==> src/rtl/ps2_scancode_rx.sv <==
// ps2_scancode_rx
// PS/2 device-to-host receiver. Conditions the raw ps2_clk/ps2_data pins,
// deserialises 11-bit frames (start, 8 data LSB first, odd parity, stop),
// and folds the E0 (extended) and F0 (break) prefixes into one key event
// per scan code for the downstream keyboardInput block.
// The block only listens; it never drives the PS/2 pins.

module ps2_scancode_rx #(
  parameter int SYNC_STAGES    = 2,
  parameter int FILT_LEN       = 8,
  parameter int TIMEOUT_CYCLES = 200000
) (
  input  logic       clk,
  input  logic       sys_rst,
  input  logic       ps2_clk,
  input  logic       ps2_data,
  output logic       code_valid,
  output logic [7:0] code,
  output logic       code_ext,
  output logic       code_break,
  output logic       frame_err
);

  // Filter counter counts mismatching samples; it flips the filtered level
  // on the FILT_LEN-th consecutive mismatch.
  localparam int             FC_W      = $clog2(FILT_LEN + 1);
  localparam logic [FC_W-1:0] FILT_LAST = FC_W'(FILT_LEN - 1);

  // Timeout counter fires on the cycle it holds TIMEOUT_CYCLES-1, i.e. the
  // TIMEOUT_CYCLES-th consecutive cycle without a falling edge.
  localparam int             TO_W    = $clog2(TIMEOUT_CYCLES + 1);
  localparam logic [TO_W-1:0] TO_LAST = TO_W'(TIMEOUT_CYCLES - 1);

  localparam logic [7:0] PREFIX_EXT = 8'hE0;
  localparam logic [7:0] PREFIX_BRK = 8'hF0;

  typedef enum logic [1:0] {
    IDLE   = 2'd0,
    DATA   = 2'd1,
    PARITY = 2'd2,
    STOP   = 2'd3
  } state_t;

  // Input conditioning
  logic [SYNC_STAGES-1:0] clk_sync;
  logic [SYNC_STAGES-1:0] data_sync;
  logic                   clk_s;
  logic                   data_s;
  logic                   filt_clk;
  logic                   filt_prev;
  logic [FC_W-1:0]        filt_cnt;
  logic                   fall_edge;

  // Frame receiver
  state_t                 state;
  state_t                 state_next;
  logic [7:0]             shift_reg;
  logic [2:0]             bit_cnt;
  logic                   parity_bit;
  logic [TO_W-1:0]        to_cnt;
  logic                   frame_ok;
  logic                   stop_good;
  logic                   stop_bad;
  logic                   timeout_hit;

  // Pipeline between frame receiver and prefix decoder
  logic                   byte_done;
  logic [7:0]             byte_q;
  logic                   frame_bad;

  // Prefix decoder
  logic                   ext_pending;
  logic                   brk_pending;

  assign clk_s     = clk_sync[SYNC_STAGES-1];
  assign data_s    = data_sync[SYNC_STAGES-1];
  assign fall_edge = filt_prev & ~filt_clk;

  // Good frame: data plus parity holds an odd number of ones and stop bit is 1.
  assign frame_ok  = (^{shift_reg, parity_bit}) & data_s;

  // Multi-flop synchronisers; preset high so reset looks like an idle bus.
  always_ff @(posedge clk or posedge sys_rst) begin
    if (sys_rst) begin
      clk_sync  <= '1;
      data_sync <= '1;
    end else begin
      clk_sync  <= {clk_sync[SYNC_STAGES-2:0], ps2_clk};
      data_sync <= {data_sync[SYNC_STAGES-2:0], ps2_data};
    end
  end

  // Deglitch ps2_clk: follow the synchronised level only after FILT_LEN equal samples.
  always_ff @(posedge clk or posedge sys_rst) begin
    if (sys_rst) begin
      filt_clk  <= 1'b1;
      filt_prev <= 1'b1;
      filt_cnt  <= '0;
    end else begin
      filt_prev <= filt_clk;
      if (clk_s == filt_clk) begin
        filt_cnt <= '0;
      end else if (filt_cnt == FILT_LAST) begin
        filt_clk <= clk_s;
        filt_cnt <= '0;
      end else begin
        filt_cnt <= filt_cnt + 1'b1;
      end
    end
  end

  // Frame state register.
  always_ff @(posedge clk or posedge sys_rst) begin
    if (sys_rst) begin
      state <= IDLE;
    end else begin
      state <= state_next;
    end
  end

  // Next-state logic; a falling edge in the terminal-count cycle beats the timeout.
  always_comb begin
    state_next  = state;
    timeout_hit = 1'b0;
    stop_good   = 1'b0;
    stop_bad    = 1'b0;
    if ((state != IDLE) && !fall_edge && (to_cnt == TO_LAST)) begin
      timeout_hit = 1'b1;
      state_next  = IDLE;
    end else if (fall_edge) begin
      case (state)
        IDLE: begin
          if (!data_s) begin
            state_next = DATA;
          end
        end
        DATA: begin
          if (bit_cnt == 3'd7) begin
            state_next = PARITY;
          end
        end
        PARITY: begin
          state_next = STOP;
        end
        STOP: begin
          state_next = IDLE;
          if (frame_ok) begin
            stop_good = 1'b1;
          end else begin
            stop_bad = 1'b1;
          end
        end
        default: begin
          state_next = IDLE;
        end
      endcase
    end
  end

  // Shift register, bit counter and parity capture, all sampled on the falling edge.
  always_ff @(posedge clk or posedge sys_rst) begin
    if (sys_rst) begin
      shift_reg  <= '0;
      bit_cnt    <= '0;
      parity_bit <= 1'b0;
    end else if (fall_edge) begin
      case (state)
        IDLE: begin
          if (!data_s) begin
            shift_reg <= '0;
            bit_cnt   <= '0;
          end
        end
        DATA: begin
          shift_reg <= {data_s, shift_reg[7:1]};
          bit_cnt   <= bit_cnt + 3'd1;
        end
        PARITY: begin
          parity_bit <= data_s;
        end
        default: begin
        end
      endcase
    end
  end

  // Abandon a partial frame when the device stops clocking mid-frame.
  always_ff @(posedge clk or posedge sys_rst) begin
    if (sys_rst) begin
      to_cnt <= '0;
    end else if ((state == IDLE) || fall_edge || timeout_hit) begin
      to_cnt <= '0;
    end else begin
      to_cnt <= to_cnt + 1'b1;
    end
  end

  // First pipeline stage: byte_done / frame_bad pulses, byte captured with them.
  always_ff @(posedge clk or posedge sys_rst) begin
    if (sys_rst) begin
      byte_done <= 1'b0;
      byte_q    <= '0;
      frame_bad <= 1'b0;
    end else begin
      byte_done <= stop_good;
      frame_bad <= stop_bad | timeout_hit;
      if (stop_good) begin
        byte_q <= shift_reg;
      end
    end
  end

  // Prefix decoder and output register; errors drop any half-built prefix sequence.
  always_ff @(posedge clk or posedge sys_rst) begin
    if (sys_rst) begin
      code_valid  <= 1'b0;
      code        <= '0;
      code_ext    <= 1'b0;
      code_break  <= 1'b0;
      frame_err   <= 1'b0;
      ext_pending <= 1'b0;
      brk_pending <= 1'b0;
    end else begin
      code_valid <= 1'b0;
      frame_err  <= frame_bad;
      if (frame_bad) begin
        ext_pending <= 1'b0;
        brk_pending <= 1'b0;
      end else if (byte_done) begin
        if (byte_q == PREFIX_EXT) begin
          ext_pending <= 1'b1;
        end else if (byte_q == PREFIX_BRK) begin
          brk_pending <= 1'b1;
        end else begin
          code_valid  <= 1'b1;
          code        <= byte_q;
          code_ext    <= ext_pending;
          code_break  <= brk_pending;
          ext_pending <= 1'b0;
          brk_pending <= 1'b0;
        end
      end
    end
  end

endmodule

==> config.mk <==
export PLATFORM = sky130hd
export DESIGN_NAME = ps2_scancode_rx
export DESIGN_NICKNAME = d
export VERILOG_FILES = /design/src/rtl/ps2_scancode_rx.sv
export SDC_FILE = /design/constraint.sdc
export NUM_CORES = 1
export LEC_CHECK = 0
export CAP_MARGIN = 20
export CORE_UTILIZATION = 30
export DETAILED_ROUTE_END_ITERATION = 10
export HOLD_SLACK_MARGIN = 0.12
export SYNTH_ARGS = -nofsm -noshare
export SYNTH_HDL_FRONTEND = slang
export SYNTH_SLANG_ARGS = --single-unit
==> constraint.sdc <==
create_clock -name clk -period 2.3 [get_ports clk]
set_input_delay 0.69 -clock clk [delete_from_list [all_inputs] [get_ports clk]]
set_output_delay 0.69 -clock clk [all_outputs]
set_load 0.05 [all_outputs]
== Word level (Yosys, flattened, before mapping) ==
Cells that the tools add are included.

* Flip-flop bits (word level): 66
* Latch bits: 0
* RAM bits: 0
* Memory bits (read-only): 0
* Input port bits: 4
* Output and inout port bits: 12
* Memories: 0

* Add/sub/neg operators: 3
* $mul: 0
* Divide/modulo/power cells: 0
* $lt $le $gt $ge: 0
* Equal/unequal tests: 14
* Shift-type cells: 0
* Muxes and demuxes: 33
* Bitwise gates (word level): 8
* Reductions and logical operators: 18

{| class="wikitable"
|+ Operators by type and width
! kind !! number
|-
| 2-to-1 mux 1 bit || 21
|-
| adder 18 x 1 -> 18 bit (second input constant) || 1
|-
| equality test 18 bit (second input constant) || 1
|-
| 2-to-1 mux 18 bit || 1
|-
| equality test 8 bit (second input constant) || 2
|-
| one-hot mux 8 bit (2 select lines) || 1
|-
| != test 3 bit (second input constant) || 3
|-
| XOR reduction 9 bit || 1
|-
| 2-to-1 mux 2 bit || 4
|-
| 2-to-1 mux 4 bit || 2
|-
| 2-to-1 mux 8 bit || 1
|-
| one-hot mux 2 bit (4 select lines) || 1
|-
| AND reduction 2 bit || 4
|-
| nonzero test 2 bit || 4
|-
| one-hot mux 3 bit (2 select lines) || 1
|-
| AND reduction 3 bit || 2
|-
| inverter 1 bit || 5
|-
| adder 4 x 1 -> 4 bit (second input constant) || 1
|-
| equality test 2 bit (second input constant) || 2
|-
| equality test 4 x 3 -> 1 bit (second input constant) || 1
|-
| != test 2 bit (second input constant) || 2
|-
| AND reduction 4 bit || 1
|-
| adder 3 x 1 -> 3 bit (second input constant) || 1
|-
| equality test 3 bit (second input constant) || 1
|-
| 9 further kinds || 12
|}

== Depth between registers and ports, before layout ==
* Word-level depth: 8
* Gate-level depth with buffers: 7

== Worst setup path after synthesis ==
No wires, ideal clock.

* Kind: register to register
* Start point: register shift_reg[3]
* End point: register byte_q[0]
* Arrival time: 1.684 ns
* Required time: 2.175 ns
* Setup slack: 0.491 ns
* Stages on the path, launching flop included: 6
* Buffers on the path: 0
* Path through: dfrtp_1 xnor2_1 xnor3_1 xnor2_2 nand4_4 mux2_2

* Longest elaborated chain between the ends: 6

{| class="wikitable"
|+ RTL lines
! item !! RTL line !! text
|-
| start: declaration || 57 || <nowiki>logic [7:0] shift_reg;</nowiki>
|-
| start signal: assignment || 175 || <nowiki>shift_reg <= {data_s, shift_reg[7:1]};</nowiki>
|-
| XOR reduction 9 bit || 80 || <nowiki>assign frame_ok = (^{shift_reg, parity_bit}) & data_s;</nowiki>
|-
| AND 1 bit || 80 ||
|-
| 2-to-1 mux 1 bit || 147 || <nowiki>if (frame_ok) begin</nowiki>
|-
| 2-to-1 mux 1 bit || 131 || <nowiki>case (state)</nowiki>
|-
| 2-to-1 mux 1 bit || 130 || <nowiki>end else if (fall_edge) begin</nowiki>
|-
| 2-to-1 mux 1 bit || 127 || <nowiki>if ((state != IDLE) && !fall_edge && (to_cnt == TO_LAST)) begin</nowiki>
|-
| end signal: assignment || 208 || <nowiki>byte_q <= shift_reg;</nowiki>
|-
| end: declaration || 68 || <nowiki>logic [7:0] byte_q;</nowiki>
|}

No other way between the ends.
A chain may end at the register's enable or synchronous reset.

== Worst setup path in the final report ==
* Start point: register code[4]
* End point: output port code[4]

{| class="wikitable"
|+ RTL lines
! item !! RTL line !! text
|-
| start: declaration || 18 || <nowiki>output logic [7:0] code,</nowiki>
|-
| start signal: assignment || 236 || <nowiki>code <= byte_q;</nowiki>
|}

No word-level cell between the ends.

==> out/metrics.cfg <==
[clocking]
clock_latency_ps = 340
htreeDepth = 3
cts_root_buffer = clkbuf_8
cts_tree = built
clockBufferDepth = 2
cts_sinks = 66
cts_buffers = 9
clkTransAtPathRegs_ps = 80

[global_route]
gr-max-usage-layer = met2
grt_pass1_vias = 1741
grt_pass1_wl_mm = 8.27
grtUsageMet1 = 0.140
track_usage = 0.107
met2_usage = 0.158
antenna_found_initial = 0
grt_max_degree = 21
overflow = 0
met3_usage = 0.0292

[yosys]
syn_inst = 252
yosys_warnings = 0
yosysTopAreaCellShare = 0.518
syn_area_um2 = 2900
yosysSeqAreaShare = 0.572
async_flop_share = 1.00
synth.largest_area_cell = dfrtp_1
synth_commonest_cells = dfrtp_1 (60), nand2_1 (29), nor2_1 (25), mux2_2 (19)
syn-num-nets = 265
syn_avg_cell_area_um2 = 11.5
synth.distinct_cells = 38
synth.most_common_cell = dfrtp_1
synth-seq-cells = 66
synth-edff-count = 0
synth.area.top_cells = dfrtp_1 (52%), mux2_2 (7.4%), dfstp_2 (5.4%)
yosys_most_used_dff = dfrtp_1

[sta]
setup_viol = 0
setup_ws_ps = 97.4
period_share = 0.958
skew_ps = 12.4
fmax_ghz = 0.454
worstMarginPinSlew_ps = 695
rsz0062_at_grt = false
finalSetupTns_ps = 0
maxSlewViolCount = 0
finalHoldViolations = 0
slew_headroom = 0.535
finalHoldWorstSlack_ps = 356
min_period_ps = 2200

[layout]
layout.nets = 292
synthToLayoutAreaGrowth_pct = 19.2
finalNonFillerCells = 413
num_antenna_cells = 0
fillerInstances = 924
largest_reg_flops = 18
fin_util = 0.373
fin_area_um2 = 3460
drive_gt1_frac = 0.187
largest_register = to_cnt

[drt]
vias = 1834
via_per_inst = 4.44
drtIter0Drc = 66
drtAntennaViolNets = 0
first_pass_iters = 4
drcViolationCount = 0
wl_per_cell_um = 11.7
drt-total-wl_mm = 4.83

[die]
rows = 35
initial_core_util = 0.312
pin_count = 16
coreArea_um2 = 9280
die_y_um = 100
die_w_um = 100
dieArea_um2 = 10100

[power]
max-vdd-ir-drop_mv = 0.268
finalPower_mw = 2.86
power_leakage_nw = 1.51
powerDensity_nw_per_um2 = 827

[critical_path]
crit_path_top_delay_cell = clkdlybuf4s50_1
r2r_slack_ps = 290
crit_buf_inv = 1
crit_family = buffers and inverters
arrival_ps = 1510
max_stage_delay_ps = 800
worstSetupEndpointType = output port
worstSetupStartpointType = register
cp.required_ps = 1610
cp_cell_sequence = clkdlybuf4s50_1
path_class = register to output port
worstPathMaxFanout = 2

[place]
dpl.hpwl_mm = 3.42
numPortBuffers = 15
gp_congestion = 0.764
dp_slack_ps = -30.0
dp_cells = 397
place_area_um2 = 3260

[min_path]
hp-class = register to register

[run]
cap_violations = 0

[outcome]
status = finished, final reports clean

power by group:
| part | internal, mW | switching [mW] | total (mW) |
|---|---|---|---|
| registers | 1.27 | 0.0898 | 1.36 |
| logic | 0.229 | 0.330 | 0.559 |
| clock network | 0.498 | 0.442 | 0.940 |
| total | 2.00 | 0.862 | 2.86 |
routing by layer:
layer	wire length [um]	share of wire
met2	2160	0.45
met3	120	0.025
met1	2440	0.51
met4	105	0.022
met5	0	0
path summary, 6_finish.rpt:
kind                                   start           end  cells after the start
worst max-delay path                 code[4]       code[4]                      1
worst min-delay path            data_sync[0]  data_sync[1]                      0
worst max register to register      state[0]      state[1]                      6
worst min register to register  data_sync[0]  data_sync[1]                      0
max in group asynchronous            sys_rst  data_sync[0]                      3
min in group asynchronous            sys_rst   brk_pending                      2
repair_timing:
item                                   CTS  global route
gates resized for setup                  1             0
setup endpoints to repair               15             0
endpoints found under the hold margin    0             0
hold buffers                             0             0
setup buffers                            0             0
cell usage in the layout, fill, tap and decap left out, drive strengths merged, types with 2 or more instances in the layout:
master and instances:
nand3 10, clkinv 5, nand4 5, clkdlybuf4s50 15, nor4 3, ha 9, clkinvlp 2, xor2 10
dfstp 6, and3 3, nor3 5, xnor2 14, a21oi 4, mux2 19, nor2b 3, buf 7
inv 8, nand2 29, dfrtp 60, nand2b 2, o21ai 13, clkbuf 9, nor2 25, a211oi 2
kinds of logic (layout without fill, tap and decap cells):
| logic type | after synthesis | count (layout) | share of synthesized area |
|---|---|---|---|
| flops | 66 | 66 | 0.572 |
| mux | 19 | 19 | 0.0738 |
| buf+inv | 15 | 47 | 0.0203 |
| fa+ha+maj | 9 | 9 | 0.0388 |
| compound gates | 26 | 26 | 0.0565 |
| xor+xnor | 25 | 25 | 0.0828 |
| simple gates | 92 | 92 | 0.156 |
cell type report:
cell class | count | area (um^2) | share of cell area
clock buffers | 9 | 124 | 0.0358
well taps | 129 | 161 | 0.0467
repair buffers | 22 | 215 | 0.0622
flip-flops and latches | 66 | 1660 | 0.480
multi-input cells | 171 | 1190 | 0.344
inverters | 9 | 37.5 | 0.0109
clock inverters | 7 | 70.1 | 0.0203
No activity file was read; power rests on OpenSTA's default activity.
